**src/rtl/ifetch_unit.sv**
```systemverilog
// rtl/ifetch_unit.sv - instruction fetch stage: PC, 1-cycle imem requests, instruction queue, redirect flush
// Optional IFETCH_PERF_EN adds perf_fetched/perf_flushed counters.
module ifetch_unit #(
  parameter logic [31:0] RESET_PC = 32'h0000_0000,
  parameter int          IQ_DEPTH = 2
) (
  input  logic        clk,
  input  logic        rst_n,
  output logic        imem_req,
  output logic [31:0] imem_addr,
  input  logic [31:0] imem_rdata,
  input  logic        redirect_valid,
  input  logic [31:0] redirect_pc,
  output logic        instr_valid,
  input  logic        instr_ready,
  output logic [31:0] instr,
  output logic [31:0] instr_pc,
  output logic [31:0] pc_plus4
`ifdef IFETCH_PERF_EN
  ,
  output logic [31:0] perf_fetched,
  output logic [31:0] perf_flushed
`endif
);

  localparam int PW = (IQ_DEPTH > 1) ? $clog2(IQ_DEPTH) : 1;
  localparam int CW = $clog2(IQ_DEPTH + 1);

  logic [31:0]   pc_q, pc_d;
  logic          started_q;
  logic          inflight_q, inflight_d;
  logic [31:0]   cap_pc_q, cap_pc_d;
  logic [31:0]   q_instr_q [IQ_DEPTH];
  logic [31:0]   q_pc_q    [IQ_DEPTH];
  logic [PW-1:0] rd_ptr_q, rd_ptr_d;
  logic [PW-1:0] wr_ptr_q, wr_ptr_d;
  logic [CW-1:0] count_q, count_d;

  logic          pop;
  logic          push;
  logic [CW:0]   occupancy;

  assign instr_valid = (count_q != '0);
  assign pop         = instr_valid & instr_ready;
  // A late response is dropped when a redirect lands on the same edge.
  assign push        = inflight_q & ~redirect_valid;
  assign occupancy   = {1'b0, count_q} + (CW+1)'(inflight_q) - (CW+1)'(pop);
  assign imem_req    = started_q & ~redirect_valid & (occupancy < (CW+1)'(IQ_DEPTH));
  assign imem_addr   = pc_q;

  assign instr    = q_instr_q[rd_ptr_q];
  assign instr_pc = q_pc_q[rd_ptr_q];
  assign pc_plus4 = instr_pc + 32'd4;

  always_comb begin
    pc_d       = pc_q;
    inflight_d = 1'b0;
    cap_pc_d   = cap_pc_q;
    rd_ptr_d   = rd_ptr_q;
    wr_ptr_d   = wr_ptr_q;
    count_d    = count_q;
    if (redirect_valid) begin
      pc_d     = redirect_pc & ~32'd3;
      rd_ptr_d = '0;
      wr_ptr_d = '0;
      count_d  = '0;
    end else begin
      if (imem_req) begin
        inflight_d = 1'b1;
        cap_pc_d   = pc_q;
        pc_d       = pc_q + 32'd4;
      end
      if (push) wr_ptr_d = wr_ptr_q + PW'(1);
      if (pop)  rd_ptr_d = rd_ptr_q + PW'(1);
      count_d = count_q + CW'(push) - CW'(pop);
    end
  end

  always_ff @(posedge clk or negedge rst_n) begin
    if (!rst_n) begin
      pc_q       <= RESET_PC;
      started_q  <= 1'b0;
      inflight_q <= 1'b0;
      cap_pc_q   <= '0;
      rd_ptr_q   <= '0;
      wr_ptr_q   <= '0;
      count_q    <= '0;
    end else begin
      pc_q       <= pc_d;
      started_q  <= 1'b1;
      inflight_q <= inflight_d;
      cap_pc_q   <= cap_pc_d;
      rd_ptr_q   <= rd_ptr_d;
      wr_ptr_q   <= wr_ptr_d;
      count_q    <= count_d;
    end
  end

  always_ff @(posedge clk or negedge rst_n) begin
    if (!rst_n) begin
      for (int i = 0; i < IQ_DEPTH; i++) begin
        q_instr_q[i] <= '0;
        q_pc_q[i]    <= '0;
      end
    end else if (push) begin
      q_instr_q[wr_ptr_q] <= imem_rdata;
      q_pc_q[wr_ptr_q]    <= cap_pc_q;
    end
  end

`ifdef IFETCH_PERF_EN
  logic [31:0] perf_fetched_q, perf_fetched_d;
  logic [31:0] perf_flushed_q, perf_flushed_d;

  always_comb begin
    perf_fetched_d = perf_fetched_q + 32'(pop);
    perf_flushed_d = perf_flushed_q;
    // The entry popped on a redirect edge was consumed, so it is not a flush.
    if (redirect_valid)
      perf_flushed_d = perf_flushed_q + 32'(count_q) - 32'(pop) + 32'(inflight_q);
  end

  always_ff @(posedge clk or negedge rst_n) begin
    if (!rst_n) begin
      perf_fetched_q <= '0;
      perf_flushed_q <= '0;
    end else begin
      perf_fetched_q <= perf_fetched_d;
      perf_flushed_q <= perf_flushed_d;
    end
  end

  assign perf_fetched = perf_fetched_q;
  assign perf_flushed = perf_flushed_q;
`endif

endmodule

```
**config.mk**
```make
export PLATFORM = sky130hd
export DESIGN_NAME = ifetch_unit
export DESIGN_NICKNAME = d
export VERILOG_FILES = /design/src/rtl/ifetch_unit.sv
export SDC_FILE = /design/constraint.sdc
export NUM_CORES = 1
export LEC_CHECK = 0
export CAP_MARGIN = 15
export CORE_MARGIN = 8
export CORE_UTILIZATION = 53
export CTS_BUF_LIST = sky130_fd_sc_hd__clkbuf_4
export DETAILED_ROUTE_END_ITERATION = 10
export PLACE_DENSITY = 0.9
export SLEW_MARGIN = 20
export SYNTH_ARGS = -nofsm -noshare
export SYNTH_HDL_FRONTEND = slang
export SYNTH_SLANG_ARGS = --single-unit
```
**constraint.sdc**
```tcl
create_clock -name clk -period 3.7 [get_ports clk]
set_input_delay 0.555 -clock clk [delete_from_list [all_inputs] [get_ports clk]]
set_output_delay 0.555 -clock clk [all_outputs]
set_load 0.01 [all_outputs]
```
### Word level (Yosys, flattened, before mapping)

Cells that the tools add are included.

| cells by class | value |
|---|---|
| equal/unequal tests | 0 |
| bitwise logic cells | 7 |
| $add $sub $neg | 8 |
| div/mod/pow operators | 0 |
| reduce and logical (&&, ||, !) cells | 6 |
| multiplexer cells | 19 |
| magnitude comparators | 4 |
| shifts and indexed selects | 0 |
| multipliers | 0 |

Operator list:

| operator | number |
|---|---|
| two-way mux 32 bit | 9 |
| bitwise mux 64 bit | 2 |
| adder 32 x 3 -> 32 bit, second input constant | 2 |
| demux 32 bit (select 1 bit) | 1 |
| nonzero test 2 bit | 4 |
| two-way mux 1 bit | 6 |
| bitwise AND 1 bit | 4 |
| >= comparator 2 bit, second input constant | 2 |
| inverter 1 -> 2 bit | 2 |
| adder 2 x 1 -> 3 bit | 1 |
| less-than comparator 3 x 2 -> 1 bit, second input constant | 1 |
| subtractor 3 x 1 -> 3 bit | 1 |
| adder 1 bit, second input constant | 2 |
| adder 2 x 1 -> 2 bit | 1 |
| less-than comparator 2 x 1 -> 1 bit, second input constant | 1 |
| two-way mux 2 bit | 1 |
| AND reduction 2 bit | 1 |
| subtractor 2 x 1 -> 2 bit | 1 |
| logical AND 1 bit | 1 |
| inverter 1 bit | 1 |

| storage, ports and cells | value |
|---|---|
| input port bits | 68 |
| bits in latches | 0 |
| memories kept | 0 |
| register bits | 198 |
| logic and storage cells | 55 |
| output and inout bits | 130 |
| ROM bits | 0 |
| RAM bits | 0 |

### Depth between registers and ports, before layout

| depth | value |
|---|---|
| depth in word-level cells | 7 |
| mapped depth | 13 |
| depth with buffers taken out | 10 |

### Worst setup path before layout

Ideal clock, no wire load.

| timing | value |
|---|---|
| path kind | register to output |
| start point | register rd_ptr_q |
| end point | output pc_plus4[30] |
| path slack | 316 ps |
| stages on the path, launching flop included | 14 |
| arrival time | 2,829 ps |
| required time | 3,145 ps |
| buffers on the path | 6 |
| path through | dfrtp_1 buf_4 buf_6 buf_2 buf_2 buf_2 mux2i_1 inv_1 ha_1 o21ai_1 and4b_1 buf_2 nor3b_2 xnor2_1 |

| on the way | value |
|---|---|
| word-level cells in the longest chain between the ends | 5 |

Ends and longest elaborated chain:

| item | RTL line | RTL |
|---|---|---|
| start, declared | 35 | `logic [PW-1:0] rd_ptr_q, rd_ptr_d;` |
| start signal, assigned | 93 | `rd_ptr_q <= rd_ptr_d;` |
| inverter 1 -> 2 bit (implied by the code) | 52 | `assign instr_pc = q_pc_q[rd_ptr_q];` |
| two-way mux 32 bit (implied by the code) (3 in a row) | 52 |  |
| via instr_pc[2] | 17 | `output logic [31:0] instr_pc,` |
| adder 32 x 3 -> 32 bit | 53 | `assign pc_plus4 = instr_pc + 32'd4;` |
| end, declared | 18 | `output logic [31:0] pc_plus4` |

The timed path passes the listed nets, and every way through them passes these cells. The select of a mux whose other input is x is not followed.

### Worst setup path after layout

| timing | value |
|---|---|
| start point | register rd_ptr_q |
| end point | output pc_plus4[14] |

| on the way | value |
|---|---|
| word-level cells in the longest chain between the ends | 5 |

Ends and longest elaborated chain:

| item | RTL line |
|---|---|
| inverter 1 -> 2 bit (implied by the code) | 52 |
| two-way mux 32 bit (implied by the code) (3 in a row) | 52 |
| adder 32 x 3 -> 32 bit | 53 |

No other way between the ends. The select of a mux whose other input is x is not followed.

==> results.json <==
{
  "routed_wl_um": 23100,
  "drc": 0,
  "portBuffers": 189,
  "hold_path_class": "primary input to register",
  "antenna_found_initial": 0,
  "clk_path_buf_depth": 2,
  "grt_pass1_wl_um": 37000,
  "overflow": 0,
  "grt_max_degree": 88,
  "p_per_area_nw_per_um2": 728,
  "fp.dieH_um": 149,
  "worst_pin_slew_ns": 0.828,
  "p_clk_frac": 0.116,
  "max-vdd-ir-drop_v": 0.000381,
  "cp.required_ns": 3.14,
  "fp.dieW_um": 149,
  "dpl_worst_slack_ns": -0.0409,
  "antenna_left": 0,
  "total_power_mw": 8.70,
  "viasPerCell": 5.67,
  "worstSetupPathType": "register to output pin",
  "fill_cells": 1240,
  "placed_area_um2": 11600,
  "synth.top_cells.by_area": "dfrtp_1, mux2_2, nand2_1",
  "cts_inserted_buffers": 17,
  "vias": 6782,
  "final.period_utilization": 0.964,
  "dpl.hpwl_um": 16800,
  "path_clk_slew_ns": 0.16,
  "drive_above_1_share": 0.300,
  "critPathArrivalTime_ns": 3.01,
  "critPathLaunchType": "register",
  "grt_usage": 0.210,
  "run_status": "completed",
  "ioPinCount": 198,
  "synthDominantCellAreaShare": 0.506,
  "fmax_ghz": 0.280,
  "cts_tree": "yes",
  "relSlewSlack": 0.448,
  "area_growth_pct": 27.2,
  "die_area_um2": 22200,
  "ys_async_sr_fraction": 1.00,
  "seqPwrFrac": 0.406,
  "min_period_ns": 3.57,
  "crit_path_end_kind": "output pin",
  "dr.pass1.iters": 4,
  "ys_seq_elements": 190,
  "cp_max_fo": 15,
  "clock_latency_ns": 0.58,
  "p_comb_frac": 0.478,
  "drv_slew": 0,
  "yosysSeqAreaShare": 0.506,
  "final_area_um2": 12000,
  "synthTopCellsByCount": "mux2_2, dfrtp_1, nand2_1",
  "setup_viol": 0,
  "cts-root-buf": "clkbuf_4",
  "drtIter0Drc": 338,
  "swShare": 0.358,
  "clock_sinks": 190,
  "gp_congestion": 0.896,
  "fin_worst_skew_ns": 0.0171,
  "internal_power_mw": 5.59,
  "grt_pass1_vias": 6997,
  "switching_power_mw": 3.12,
  "finalWorstSetupSlack_ns": 0.133,
  "nets": 1033,
  "syn_area_per_cell_um2": 12.3,
  "rows": 48,
  "ys.flop_type": "dfrtp_1",
  "netlist_instances": 761,
  "final-hold-violation-count": 0,
  "start_util": 0.543,
  "core_um2": 17300,
  "synth_edf_count": 0,
  "synth_area_um2": 9400,
  "yosysUniqueCellTypes": 61,
  "ctsHtreeMaxLevel": 4,
  "yosys.area.top_type": "dfrtp_1",
  "wl_per_cell_um": 19.3,
  "p_leak_nw": 5.16,
  "max-cap-violations": 0,
  "n_antenna_cell": 0,
  "ys_warn_count": 0,
  "final_core_util": 0.691,
  "yosysMostFrequentCell": "mux2_2"
}
## path summary, 6_finish.rpt
check	start	endpoint	slack (ns)	cells past startpoint
worst min-delay path	redirect_pc[5]	imem_addr[5]$_DFFE_PN0P_	0.50	3
max in group asynchronous	rst_n	q_instr_q[29]$_DFFE_PN0P_	2.35	3
worst max register to register	count_q[1]$_DFF_PN0_	imem_addr[24]$_DFFE_PN0P_	0.26	11
min in group asynchronous	rst_n	q_instr_q[4]$_DFFE_PN0P_	0.56	2
worst min register to register	q_instr_q[51]$_DFFE_PN0P_	q_instr_q[51]$_DFFE_PN0P_	0.51	1
worst max-delay path	rd_ptr_q$_DFFE_PN0P_	pc_plus4[14]	0.13	7
## flip-flops by register name (all words and copies together), names as in the netlist
register and flops:
q_instr_q 64, count_q 2, inflight_q 1, cap_pc_q 30, q_pc_q 60, started_q 1
imem_addr 30, wr_ptr_q 1, rd_ptr_q 1
## cell usage in the layout, fill, tap and decap left out, drive strengths merged, types with 18 or more instances in the layout
master and count:
nor2 21, o21ai 29, xor2 25, xnor2 21
nand2 65, clkdlybuf4s50 174, nand4 28, dfrtp 190
mux2 208, buf 27, nand3 24, clkbuf 18
inv 18
## worst max-delay path, stage by stage, from the launching register on
cell	delay, ns
dfrtp_4	0.56
buf_4	0.21
nand3b_1	0.23
o22ai_4	0.24
nor2b_2	0.29
a31oi_1	0.11
a21oi_1	0.19
clkdlybuf4s50_1	0.59
## cells by family after synthesis
logic type / Yosys count / synth area share
multiplexers: 216 / 0.258
adder cells (fa/ha/maj): 6 / 0.00879
other: 2 / 0.000799
flip-flops: 190 / 0.506
buffers and inverters: 54 / 0.0293
XOR/XNOR: 46 / 0.0429
AND/OR/NAND/NOR: 188 / 0.114
AO/OA/AOI/OAI: 59 / 0.0405
## per-layer routing
layer	routed length [µm]	vias up	global-route usage
li1	-	3129	-
met1	10300	3369	0.278
met2	10800	255	0.329
met3	1630	29	0.0561
met4	385	0	0.0717
met5	0	-	0
## layout make-up
type	instances	area, µm²	area share
Tap cell	225	282	0.0235
Clock buffer	18	135	0.0113
Clock inverter	14	110	0.00921
Inverter	13	48.8	0.00408
Multi-Input combinational cell	522	4450	0.372
Sequential cell	190	4760	0.398
Timing Repair Buffer	215	2170	0.181
## what timing repair did
action / in CTS / in global routing
pin swaps: 2 / 3
setup buffers: 5 / 6
endpoints found under the setup margin: 11 / 12
hold buffers: 1 / 0
gates resized for setup: 15 / 15
hold endpoints to repair: 6 / 0
## per-stage QoR
step / hold WS [ns] / instances / setup TNS, ns
floorplan: 0.259 / 766 / 0
global placement: 0.464 / 1153 / 0
detailed placement: 0.475 / 1153 / -0.0409
CTS: 0.446 / 1191 / -0.00316
global route: 0.488 / 1197 / -0.000305
finish: 0.503 / 1197 / 0
## power by group through the flow
stage                     Combinational [mW]  Sequential [mW]  Clock [mW]
after CTS                               4.20             3.52        1.05
final                                   4.16             3.53        1.01
after global routing                    4.46             3.64        1.12
after floorplan                         2.31             3.33           0
after detailed placement                4.18             3.57           0
after global placement                  4.09             3.50           0
No activity file was read; power rests on OpenSTA's default activity.
